**src/rtl/cas_rec_pkg.sv**
```systemverilog
// Shared types and default constants for the cassette record path.
package cas_rec_pkg;

    typedef enum logic [1:0] {
        IDLE   = 2'd0,
        HUNT   = 2'd1,
        LOCKED = 2'd2
    } state_t;

    localparam logic [7:0] SYNC_BYTE = 8'h55;

    localparam int ZC_HI_DEF   = 40;
    localparam int ZC_LO_DEF   = 24;
    localparam int BIT_THR_DEF = 560;
    localparam int GAP_MAX_DEF = 1100;
    localparam int ADDR_W_DEF  = 16;

    function automatic logic maj3(input logic [2:0] v);
        return (v[0] & v[1]) | (v[0] & v[2]) | (v[1] & v[2]);
    endfunction

endpackage

```
**src/rtl/cas_rec_zc.sv**
```systemverilog
// Zero-crossing front end: hysteresis comparator on the DAC level, rising-edge
// period measurement and FSK bit decision. Defining CAS_REC_FILTER_EN adds a
// 3-sample majority vote on the raw threshold decisions ahead of the comparator.
module cas_rec_zc
    import cas_rec_pkg::*;
#(
    parameter int ZC_HI   = ZC_HI_DEF,
    parameter int ZC_LO   = ZC_LO_DEF,
    parameter int BIT_THR = BIT_THR_DEF,
    parameter int GAP_MAX = GAP_MAX_DEF
) (
    input  logic       clk,
    input  logic       reset,
    input  logic       q_ce,
    input  logic [5:0] dac_in,
    output logic       bit_valid,
    output logic       bit_val,
    output logic       gap
);

    localparam int CNT_W = $clog2(GAP_MAX + 2);
    localparam logic [CNT_W-1:0] CNT_SAT = CNT_W'(GAP_MAX + 1);
    localparam logic [CNT_W-1:0] CNT_GAP = CNT_W'(GAP_MAX);
    localparam logic [CNT_W-1:0] THR     = CNT_W'(BIT_THR);
    localparam logic [6:0]       HI_LVL  = 7'(ZC_HI);
    localparam logic [6:0]       LO_LVL  = 7'(ZC_LO);

    logic             hi_raw;
    logic             lo_raw;
    logic             hi_dec;
    logic             lo_dec;
    logic             comp;
    logic             comp_next;
    logic             rise;
    logic             have_edge;
    logic [CNT_W-1:0] period;

    assign hi_raw = ({1'b0, dac_in} >= HI_LVL);
    assign lo_raw = ({1'b0, dac_in} <= LO_LVL);

`ifdef CAS_REC_FILTER_EN
    logic [2:0] hi_hist;
    logic [2:0] lo_hist;

    // Keep the last three raw decisions so isolated spikes get outvoted
    always_ff @(posedge clk or posedge reset) begin
        if (reset) begin
            hi_hist <= 3'b000;
            lo_hist <= 3'b000;
        end else if (q_ce) begin
            hi_hist <= {hi_hist[1:0], hi_raw};
            lo_hist <= {lo_hist[1:0], lo_raw};
        end
    end

    assign hi_dec = maj3(hi_hist);
    assign lo_dec = maj3(lo_hist);
`else
    assign hi_dec = hi_raw;
    assign lo_dec = lo_raw;
`endif

    // Hysteresis: switch only when a threshold is crossed, otherwise hold
    always_comb begin
        comp_next = comp;
        if (hi_dec)
            comp_next = 1'b1;
        else if (lo_dec)
            comp_next = 1'b0;
    end

    assign rise = q_ce & comp_next & ~comp;

    // Measure rising-edge to rising-edge period and turn it into a bit or a gap
    always_ff @(posedge clk or posedge reset) begin
        if (reset) begin
            comp      <= 1'b0;
            have_edge <= 1'b0;
            period    <= '0;
            bit_valid <= 1'b0;
            bit_val   <= 1'b0;
            gap       <= 1'b0;
        end else begin
            bit_valid <= 1'b0;
            gap       <= 1'b0;
            if (q_ce) begin
                comp <= comp_next;
                if (rise) begin
                    if (have_edge) begin
                        bit_valid <= 1'b1;
                        bit_val   <= (period < THR);
                    end
                    have_edge <= 1'b1;
                    period    <= CNT_W'(1);
                end else if (period != CNT_SAT) begin
                    period <= period + CNT_W'(1);
                    if (period == CNT_GAP) begin
                        gap       <= 1'b1;
                        have_edge <= 1'b0;
                    end
                end
            end
        end
    end

endmodule

```
**src/rtl/cas_recorder.sv**
```systemverilog
// Cassette record path top: byte alignment FSM, bit shift register and the
// single-entry holding register feeding the tape RAM write port.
// Optional input filter is enabled with CAS_REC_FILTER_EN (see cas_rec_zc).
module cas_recorder
    import cas_rec_pkg::*;
#(
    parameter int ZC_HI   = ZC_HI_DEF,
    parameter int ZC_LO   = ZC_LO_DEF,
    parameter int BIT_THR = BIT_THR_DEF,
    parameter int GAP_MAX = GAP_MAX_DEF,
    parameter int ADDR_W  = ADDR_W_DEF
) (
    input  logic              clk,
    input  logic              reset,
    input  logic              q_ce,
    input  logic [5:0]        dac_in,
    input  logic              motor,
    input  logic              arm,
    input  logic              clear,
    output logic              wr_valid,
    input  logic              wr_ready,
    output logic [ADDR_W-1:0] wr_addr,
    output logic [7:0]        wr_data,
    output logic [ADDR_W-1:0] byte_count,
    output logic              locked,
    output logic              full,
    output logic              overflow
);

    logic       bit_valid;
    logic       bit_val;
    logic       gap;
    state_t     state;
    logic [7:0] shift_reg;
    logic [7:0] shift_next;
    logic [2:0] bit_cnt;
    logic       queue_valid;
    logic [7:0] queue_data;
    logic       xfer;
    logic       last_addr;
    logic       full_now;

    cas_rec_zc #(
        .ZC_HI   (ZC_HI),
        .ZC_LO   (ZC_LO),
        .BIT_THR (BIT_THR),
        .GAP_MAX (GAP_MAX)
    ) u_zc (
        .clk       (clk),
        .reset     (reset),
        .q_ce      (q_ce),
        .dac_in    (dac_in),
        .bit_valid (bit_valid),
        .bit_val   (bit_val),
        .gap       (gap)
    );

    // Bits arrive LSB first, so each new bit enters at the top
    assign shift_next = {bit_val, shift_reg[7:1]};

    // Alignment FSM: hunt for the sync byte, then frame every 8 bits
    always_ff @(posedge clk or posedge reset) begin
        if (reset) begin
            state       <= IDLE;
            shift_reg   <= 8'h00;
            bit_cnt     <= 3'd0;
            locked      <= 1'b0;
            queue_valid <= 1'b0;
            queue_data  <= 8'h00;
        end else begin
            queue_valid <= 1'b0;
            if (!(motor && arm)) begin
                state     <= IDLE;
                locked    <= 1'b0;
                bit_cnt   <= 3'd0;
                shift_reg <= 8'h00;
            end else begin
                case (state)
                    IDLE: begin
                        state     <= HUNT;
                        shift_reg <= 8'h00;
                        bit_cnt   <= 3'd0;
                    end
                    HUNT: begin
                        if (bit_valid) begin
                            shift_reg <= shift_next;
                            if (shift_next == SYNC_BYTE) begin
                                queue_valid <= 1'b1;
                                queue_data  <= shift_next;
                                locked      <= 1'b1;
                                bit_cnt     <= 3'd0;
                                state       <= LOCKED;
                            end
                        end
                    end
                    LOCKED: begin
                        if (gap) begin
                            state     <= HUNT;
                            locked    <= 1'b0;
                            bit_cnt   <= 3'd0;
                            shift_reg <= 8'h00;
                        end else if (bit_valid) begin
                            shift_reg <= shift_next;
                            bit_cnt   <= bit_cnt + 3'd1;
                            if (bit_cnt == 3'd7) begin
                                queue_valid <= 1'b1;
                                queue_data  <= shift_next;
                            end
                        end
                    end
                    default: state <= IDLE;
                endcase
            end
        end
    end

    assign xfer      = wr_valid & wr_ready;
    assign last_addr = &wr_addr;
    assign full_now  = full | (xfer & last_addr);

    // Holding register and address bookkeeping; byte_count saturates like the address
    always_ff @(posedge clk or posedge reset) begin
        if (reset) begin
            wr_valid   <= 1'b0;
            wr_addr    <= '0;
            wr_data    <= 8'h00;
            byte_count <= '0;
            full       <= 1'b0;
            overflow   <= 1'b0;
        end else if (clear) begin
            wr_valid   <= 1'b0;
            wr_addr    <= '0;
            byte_count <= '0;
            full       <= 1'b0;
            overflow   <= 1'b0;
        end else begin
            if (xfer) begin
                wr_valid <= 1'b0;
                if (last_addr)
                    full <= 1'b1;
                else
                    wr_addr <= wr_addr + ADDR_W'(1);
                if (!(&byte_count))
                    byte_count <= byte_count + ADDR_W'(1);
            end
            if (queue_valid && !full_now) begin
                if (wr_valid && !xfer) begin
                    overflow <= 1'b1;
                end else begin
                    wr_valid <= 1'b1;
                    wr_data  <= queue_data;
                end
            end
        end
    end

endmodule

```
**config.mk**
```make
export PLATFORM = sky130hd
export DESIGN_NAME = cas_recorder
export DESIGN_NICKNAME = d
export VERILOG_FILES = /design/src/rtl/cas_rec_pkg.sv /design/src/rtl/cas_rec_zc.sv /design/src/rtl/cas_recorder.sv
export SDC_FILE = /design/constraint.sdc
export NUM_CORES = 1
export LEC_CHECK = 0
export CORE_UTILIZATION = 55
export DETAILED_ROUTE_END_ITERATION = 12
export PLACE_DENSITY = 0.8
export SLEW_MARGIN = 20
export SYNTH_ARGS = -nofsm -noshare
export SYNTH_HDL_FRONTEND = slang
export SYNTH_SLANG_ARGS = --single-unit
```
**constraint.sdc**
```tcl
create_clock -name clk -period 3.7 [get_ports clk]
set_input_delay 0.74 -clock clk [delete_from_list [all_inputs] [get_ports clk]]
set_output_delay 0.74 -clock clk [all_outputs]
set_load 0.01 [all_outputs]
```
### Word level (Yosys, flattened, before mapping)

Index checks and enable logic that the tools add are counted.

| word-level totals | value |
|---|---|
| register bits after elaboration | 82 |
| output and inout bits | 44 |
| logic and storage cells | 142 |

| cells by class | value |
|---|---|
| add/subtract/negate cells | 4 |
| magnitude comparators | 3 |
| eq/ne operators | 19 |
| mux-type cells | 63 |
| bitwise gates (word level) | 8 |
| reductions and logical operators | 27 |

Operator list:

| operator | number |
|---|---|
| 16-bit 2-to-1 mux | 6 |
| 8-bit 2-to-1 mux | 8 |
| 16-bit by 1-bit adder with 16-bit output, second input constant | 2 |
| 1-bit 2-to-1 mux | 32 |
| 16-bit AND reduction | 2 |
| 8-bit case mux with 3 select lines | 1 |
| 11-bit 2-to-1 mux | 2 |
| 8-bit case mux with 2 select lines | 1 |
| 3-bit 2-to-1 mux | 5 |
| 2-bit nonzero test | 7 |
| 3-bit AND reduction | 4 |
| 11-bit by 1-bit adder with 11-bit output, second input constant | 1 |
| 11-bit equality test, second input constant | 1 |
| 11-bit by 10-bit < comparator with 1-bit output, second input constant | 1 |
| 11-bit inequality test, second input constant | 1 |
| 2-bit inequality test, second input constant | 5 |
| 2-bit AND reduction | 5 |
| 3-bit case mux with 3 select lines | 1 |
| 8-bit by 7-bit equality test with 1-bit output, second input constant | 1 |
| 2-bit 2-to-1 mux | 4 |
| 4-bit AND reduction | 2 |
| 7-bit AND reduction | 1 |
| 6-bit greater-or-equal comparator, second input constant | 1 |
| 6-bit by 5-bit less-or-equal comparator with 1-bit output, second input constant | 1 |
| 18 further kinds | 29 |

### Longest topological paths before layout

Gate-level depths: netlist of run 1.

| logic depth | value |
|---|---|
| depth after elaboration | 7 |
| gate-level depth with buffers | 6 |

### Modules after synthesis

A second synthesis of run 1 with hierarchy kept.

| second synthesis, totals | value |
|---|---|
| cell total of the unflattened synthesis | 389 |
| area, all modules | 4102.7 um2 |

Modules (own cells, without submodules):

| module | instances | cells an instance | area an instance (um2) |
|---|---|---|---|
| cas_recorder | 1 | 302 | 3229.3 |
| cas_rec_zc | 1 | 87 | 873.3 |

### Worst setup path after synthesis of run 1

OpenSTA, ideal clock, no wires.

| timing path | value |
|---|---|
| kind | input-to-reg |
| start | input port clear |
| end | register byte_count[15] |
| setup time | 125 ps |
| arrival | 2125 ps |
| required time | 3575 ps |
| slack | 1450 ps |
| cell stages on the path | 5 |
| path buffers | 1 |
| path through | buf_2 -> a21oi_1 -> or4_1 -> nor4_1 -> mux2_2 |

| between the ends | value |
|---|---|
| longest elaborated chain between the ends | 2 |

Ends and longest elaborated chain:

| what | RTL line | text |
|---|---|---|
| from (decl) | cas_recorder.sv:19 | `input logic clear,` |
| 2-bit inequality test (no source line) or 2-bit nonzero test (tied branches) | n/a |  |
| 2-bit AND reduction (no source line) | n/a |  |
| to (signal assigned) | cas_recorder.sv:144 | `byte_count <= byte_count + ADDR_W'(1);` |
| to (decl) | cas_recorder.sv:24 | `output logic [ADDR_W-1:0] byte_count,` |

Parallel ways exist; a longest one is shown, timed or not.
A chain may end at the register's enable or synchronous reset.

### Final worst setup path of run 1

| timing path | value |
|---|---|
| start | input port wr_ready |
| end | register byte_count[13] |

| between the ends | value |
|---|---|
| longest elaborated chain between the ends | 3 |

Ends and longest elaborated chain:

| what | RTL line | text |
|---|---|---|
| from (decl) | cas_recorder.sv:21 | `input logic wr_ready,` |
| 1-bit AND | cas_recorder.sv:117 | `assign xfer = wr_valid & wr_ready;` |
| 2-bit nonzero test (no source line) | n/a |  |
| 2-bit AND reduction (no source line) | n/a |  |

No other way between the ends.

==> summary.md, run 1 <==
| Metric | Value |
|---|---|
| Slew Viols, Final | 0 |
| Post-synth top cells | dfrtp_1, a21oi_1, nand2_1 |
| Synth area leaders | dfrtp_1, mux2_2, a21oi_1, ha_1, nand2_1 |
| Distinct cells, synth | 55 |
| Top Registers | byte_count (16), wr_addr (16), u_zc.period (11) |
| Share of layout cells above drive strength 1 | 12.7% |
| Grt total ovfl | 0 |
| Ant diodes | 0 |
| Setup crit start kind | primary input |
| Post-Synth Adder-Cell Area | 3.25% |
| Largest family of logic cells by synthesized area | simple AND/OR/NAND/NOR gates |
| Gpl congestion | 0.823 |
| Fmax | 375 MHz |
| Vias after detailed routing | 3545 |
| Largest net degree at the start of global routing | 52 |
| Ys async rst share | 100% |
| Period utilization | 72.1% |
| Period minus WS final | 2.67 ns |
| Core Box Area | 0.00733 mm^2 |
| HPWL Detailed | 6480 um |
| Die Y | 89.7 um |
| Clock buffer count from CTS | 9 |
| Worst VDD drop | 221 uV |
| PwrDens | 367 mW/mm^2 |
| Clock tree sinks | 81 |
| Synthesized area | 0.00423 mm^2 |
| Initial antenna violation count | 0 |
| Hold slack | 0.504 ns |
| Post-Synth XOR/XNOR Area | 1.24% |
| # setup viols final | 0 |
| Die width | 89.7 um |
| Clk pin slew, worst setup/hold paths | 0.08 ns |
| Critical Path AT | 2.86 ns |
| Clock insertion delay at the later pin of the skew report | 0.35 ns |
| Outcome | finished, final reports clean |
| Num rows | 31 |
| CP Class | primary input to flop |
| Hold WC Path Type | flop to flop |
| Hold Violations, Final | 0 |
| Slowest CP cell | or4_1 |
| Sequential cell area fraction in the yosys report | 47.9% |
| Synth Area per Inst | 10.3 um^2 |
| Number of flops mapped to enable cells by yosys | 0 |
| CP Capture Type | flop |
| DP Worst Slack | 0.800 ns |
| Dominant cell type by area after synthesis | dfrtp_1 |
| Iteration-0 DRC Markers | 199 |
| DRT Wirelength | 9510 um |
| Cts repair resizes | 0 |
| Required @ worst endpoint | 3.90 ns |
| CTS tree | done |
| Mux cell area share after synthesis | 7.86% |
| MaxCap Viol Count | 0 |
| Leak | 2.13 nW |
| Residual DRC | 0 |
| YS warnings | 0 |
| Drt first pass iters | 5 |
| RSZ-0062 raised after global routing | false |
| Worst Tran Pin Value | 1.02 ns |
| Syn nets | 437 |
| Gate Count Post-Synth | 413 |
| Final Skew | 0.00651 ns |
| Setup TNS | 0 ns |
| Initial core utilization | 57.8% |
| Root buf cell | clkbuf_8 |
| Post-CTS Setup Bufs | 0 |
| Synth top area share | 47.9% |
| Ports | 57 |
| Crit path cell chain | clkdlybuf4s50_1 -> a21oi_1 -> or4_1 -> o311ai_0 -> o41ai_1 |
| Port Buffer Count | 56 |
| Seq cells post-synth | 81 |
| Area delta synth->final | 21.9% |
| Setup ws final | 1.03 ns |
| Slew Limit Headroom | 31.5% |
| Top FF cell, synth | dfrtp_1 |
| Die ar. | 0.00805 mm^2 |
| CTS H-tree depth | 3 |
| Hold_buf cts | 0 |
| Vias in the first global route | 3381 |
| CP Max Fanout | 6 |
| Routed vias/inst | 6.12 |
| Post-Synth Simple-Gate Area | 22.5% |
| GRT Total Usage | 24.3% |
| Antenna viol nets, final | 0 |
| Clk buf depth | 2 |
| Slowest cell delay on critical path | 0.64 ns |
| Compound-Gate Fraction of Synth Area | 14.6% |
| Routed len/inst | 16.4 um |
| First-pass GRT wire length | 15800 um |
| Count leader, synth | dfrtp_1 |
| Nets@finish | 499 |
==> per-layer routing <==
metal	up-vias	wire (um)	part of all wire (%)	track usage, %
met5	-	0	0	0
met4	0	182	1.9	9.02
met3	19	438	4.6	4.40
met2	125	4720	50	39.9
met1	1733	4170	44	32.2
li1	1668	-	-	-
==> layout by cell type (no fill, tap or decap), types with 11 or more instances in the layout <==
master           count
nand4_1             15
nor2_1              28
o21ai_0             11
nor4_1              11
a21oi_1             32
nand3_1             15
ha_1                11
dfrtp_1             81
inv_1               17
clkdlybuf4s50_1     56
nor2b_1             16
nand2_1             31
mux2_2              26
==> path summary, 6_finish.rpt <==
kind                                            start                    endpoint  slack, ns  depth (start not counted)
min reg2reg                u_zc.have_edge$_DFFE_PP0P_  u_zc.have_edge$_DFFE_PP0P_       0.50                          1
min in group asynchronous                       reset        state[1]$_DFFE_PP0P_       0.86                          2
max                                          wr_ready  byte_count[13]$_DFFE_PP0P_       1.03                          5
max reg2reg                    wr_addr[0]$_DFFE_PP0P_      wr_addr[5]$_DFFE_PP0P_       1.29                          5
max in group asynchronous                       reset          wr_valid$_DFF_PP0_       2.09                          3
min                        u_zc.have_edge$_DFFE_PP0P_  u_zc.have_edge$_DFFE_PP0P_       0.50                          1
==> power by group <==
part	internal, mW	switching (mW)	total [mW]
Combinational	0.0618	0.0813	0.143
Clock	0.452	0.341	0.793
Sequential	0.915	0.0419	0.957
==> metrics by stage <==
step           cell area, um^2  utilization, %  total power [mW]  std cells
6_report                  5160            70.4              1.89        579
2_1_floorplan             4230               -              1.06        413
4_1_cts                   5160            70.4              1.91        579
3_5_place_dp              4920            67.1              1.12        563
3_3_place_gp              4920            67.1              1.11        563
5_1_grt                   5160            70.4              1.96        579
==> kinds of logic after synthesis <==
group | count (synthesis)
multiplexers | 30
XOR/XNOR | 6
flip-flops | 81
adder cells (fa/ha/maj) | 11
AO/OA/AOI/OAI | 88
buffers and inverters | 29
AND/OR/NAND/NOR | 168
==> worst max-delay path: cells and delay by family <==
kind,cells,cell delay [ns]
AOI/OAI and AO/OA,3,0.92
buffers and inverters,1,0.57
and+or+nand+nor,1,0.64
==> cell type report <==
type                            instances  area [um^2]
Sequential cell                        81         2030
Inverter                               18         68.8
Tap cell                               99          124
Timing Repair Buffer                   62          606
Fill cell                             531         2170
Multi-Input combinational cell        303         2090
Clock buffer                           10          128
Clock inverter                          6          115
No activity file was read; power rests on OpenSTA's default activity.
==> run 2: changes to the inputs <==
==> constraint.sdc (replaced) <==
create_clock -name clk -period 2.55 [get_ports clk]
set_input_delay 0.51 -clock clk [delete_from_list [all_inputs] [get_ports clk]]
set_output_delay 0.51 -clock clk [all_outputs]
set_load 0.01 [all_outputs]
==> run 2 against run 1 <==
  * Global-route usage decreased by 0.27 points
  * Worst hold slack got worse by 0.0061 ns
  * Register-to-register slack got worse by 0.85 ns
  * Design area increased by 1.3%
  * First-iteration DRC count increased by 18%
  * Largest cell class unchanged
  * Largest power group unchanged
  * Highest routed layer unchanged
==> summary.md, run 2 (synthesis results as in run 1) <==
| Metric | Value |
|---|---|
| CP Capture Type | flop |
| Most common cell after layout, fill and taps aside | dfrtp_1 |
| Slew Viols, Final | 0 (unchanged) |
| Setup TNS | 0 ns (unchanged) |
| Outcome | finished, final reports clean |
| Leak | 2.17 nW (+2.1%) |
| Register Area | 0.00203 mm^2 (unchanged) |
| CP Max Fanout | 5 (-1) |
| Clk buf depth | 2 (unchanged) |
| Post-CTS Setup Bufs | 0 (unchanged) |
| Drt first pass iters | 4 (-1) |
| Die width | 89.7 um (unchanged) |
| Gpl congestion | 0.863 (+4.9%) |
| GRT Total Usage | 24.0% (-0.27 points) |
| Fillers | 494 (-7.0%) |
| Routed len/inst | 15.6 um (-4.9%) |
| CTS tree | done |
| HPWL Detailed | 6340 um (-2.1%) |
| Setup ws final | 0.372 ns (-0.662 ns) |
| Largest net degree at the start of global routing | 82 (+58%) |
| Port Buffer Count | 56 (unchanged) |
| Root buf cell | clkbuf_8 |
| Period utilization | 85.4% |
| Initial antenna violation count | 0 (unchanged) |
| Slew Limit Headroom | 67.2% (+36 points) |
| Most frequent cells in the layout | dfrtp_1, clkdlybuf4s50_1, a21oi_1 |
| Initial core utilization | 57.8% (unchanged) |
| Ant diodes | 0 (unchanged) |
| Clk pin slew, worst setup/hold paths | 0.09 ns (about the same) |
| Hold WC Path Type | flop to flop |
| Final Skew | 0.0126 ns (+0.00613 ns) |
| Setup crit start kind | primary input |
| RSZ-0062 raised after global routing | false |
| Vias after detailed routing | 3569 (+0.68%) |
| Period minus WS final | 2.18 ns |
| First-pass GRT wire length | 15800 um (+0.26%) |
| Worst Tran Pin Value | 0.490 ns (-0.528 ns) |
| PwrDens | 517 mW/mm^2 (+41%) |
| R2R Setup Slk | 0.44 ns (-0.85 ns) |
| Vias in the first global route | 3450 (+2.0%) |
| Clock buffer count from CTS | 9 (unchanged) |
| Clock insertion delay at the later pin of the skew report | 0.36 ns (about the same) |
| Antenna viol nets, final | 0 (unchanged) |
| Share of layout cells above drive strength 1 | 14.3% (+1.6 points) |
| Hold_buf cts | 0 (unchanged) |
| # setup viols final | 0 (unchanged) |
| Grt total ovfl | 0 (unchanged) |
| Worst VDD drop | 332 uV (+50%) |
| Fmax | 459 MHz |
| CTS H-tree depth | 3 (unchanged) |
| Required @ worst endpoint | 2.79 ns (-1.11 ns) |
| Top Registers | byte_count (16), wr_addr (16), u_zc.period (11) |
| DRT Wirelength | 9170 um (-3.6%) |
| MaxCap Viol Count | 0 (unchanged) |
| Die ar. | 0.00805 mm^2 (unchanged) |
| Critical Path AT | 2.42 ns (-0.44 ns) |
| Cts repair resizes | 0 (unchanged) |
| Num rows | 31 (unchanged) |
| Area delta synth->final | 23.5% |
| DP Worst Slack | 0.0337 ns (-0.767 ns) |
| Clock tree sinks | 81 (unchanged) |
| Power Total | 2.70 mW (+43%) |
| Die Y | 89.7 um (unchanged) |
| Core Box Area | 0.00733 mm^2 (unchanged) |
| Hold Violations, Final | 0 (unchanged) |
| Nets@finish | 507 (+1.6%) |
| Routed vias/inst | 6.08 (-0.70%) |
| Iteration-0 DRC Markers | 235 (+18%) |
| Ports | 57 (unchanged) |
| Residual DRC | 0 (unchanged) |
| CP Class | primary input to flop |
| Area of the multi-input gates | 0.00209 mm^2 (unchanged) |
run 2: cell types whose count changed in the layout (fill, tap and decap cells not counted):
cell and delta:
inv_6 +1, inv_8 +1, clkbuf_8 +1, bufinv_16 -1, buf_4 +7, clkinv_2 -1, buf_12 +1, clkbuf_1 -1
run 2: report_power, final:
group,internal (mW),switching (mW)
clock network,0.594,0.510
registers,1.33,0.0607
logic,0.0929,0.119
run 2: layout make-up:
type | count | share of cell area, %
Multi-Input combinational cell | 303 | 40.0
Clock inverter | 6 | 1.87
Sequential cell | 81 | 38.8
Clock buffer | 10 | 2.63
Tap cell | 99 | 2.37
Inverter | 18 | 1.36
Timing Repair Buffer | 70 | 13.0
run 2: path summary, 6_finish.rpt:
path | startpoint | end | depth (start not counted)
setup / recovery | wr_ready | byte_count[15]$_DFFE_PP0P_ | 5
hold / removal | u_zc.period[10]$_DFFE_PP0P_ | u_zc.bit_val$_DFFE_PP0P_ | 1
setup reg to reg | wr_addr[0]$_DFFE_PP0P_ | wr_data[0]$_DFFE_PP0P_ | 6
hold reg to reg | u_zc.period[10]$_DFFE_PP0P_ | u_zc.bit_val$_DFFE_PP0P_ | 1
max in group asynchronous | reset | state[1]$_DFFE_PP0P_ | 3
min in group asynchronous | reset | wr_addr[11]$_DFFE_PP0P_ | 3
run 2: worst max-delay path: stages:
cell and delay [ns]:
clkdlybuf4s50_1 0.52, a21oi_1 0.15, or4_1 0.63, nor4_1 0.24
mux2_2 0.37
run 2: routing by layer:
metal  up-vias  GRT usage, %  routed length, um
met2       141          40.0               4440
met5         -             0                  0
li1       1690             -                  -
met4         0          9.97                193
met3        20          3.38                478
met1      1718          31.6               4070
run 2: stage by stage:
step	hold WS [ns]	util [%]	instance area, um^2	cells
floorplan	0.458	-	4240	413
global placement	0.475	68.1	4990	571
detailed placement	0.487	68.1	4990	571
CTS	0.504	71.3	5230	587
global route	0.528	71.3	5230	587
finish	0.498	71.3	5230	587
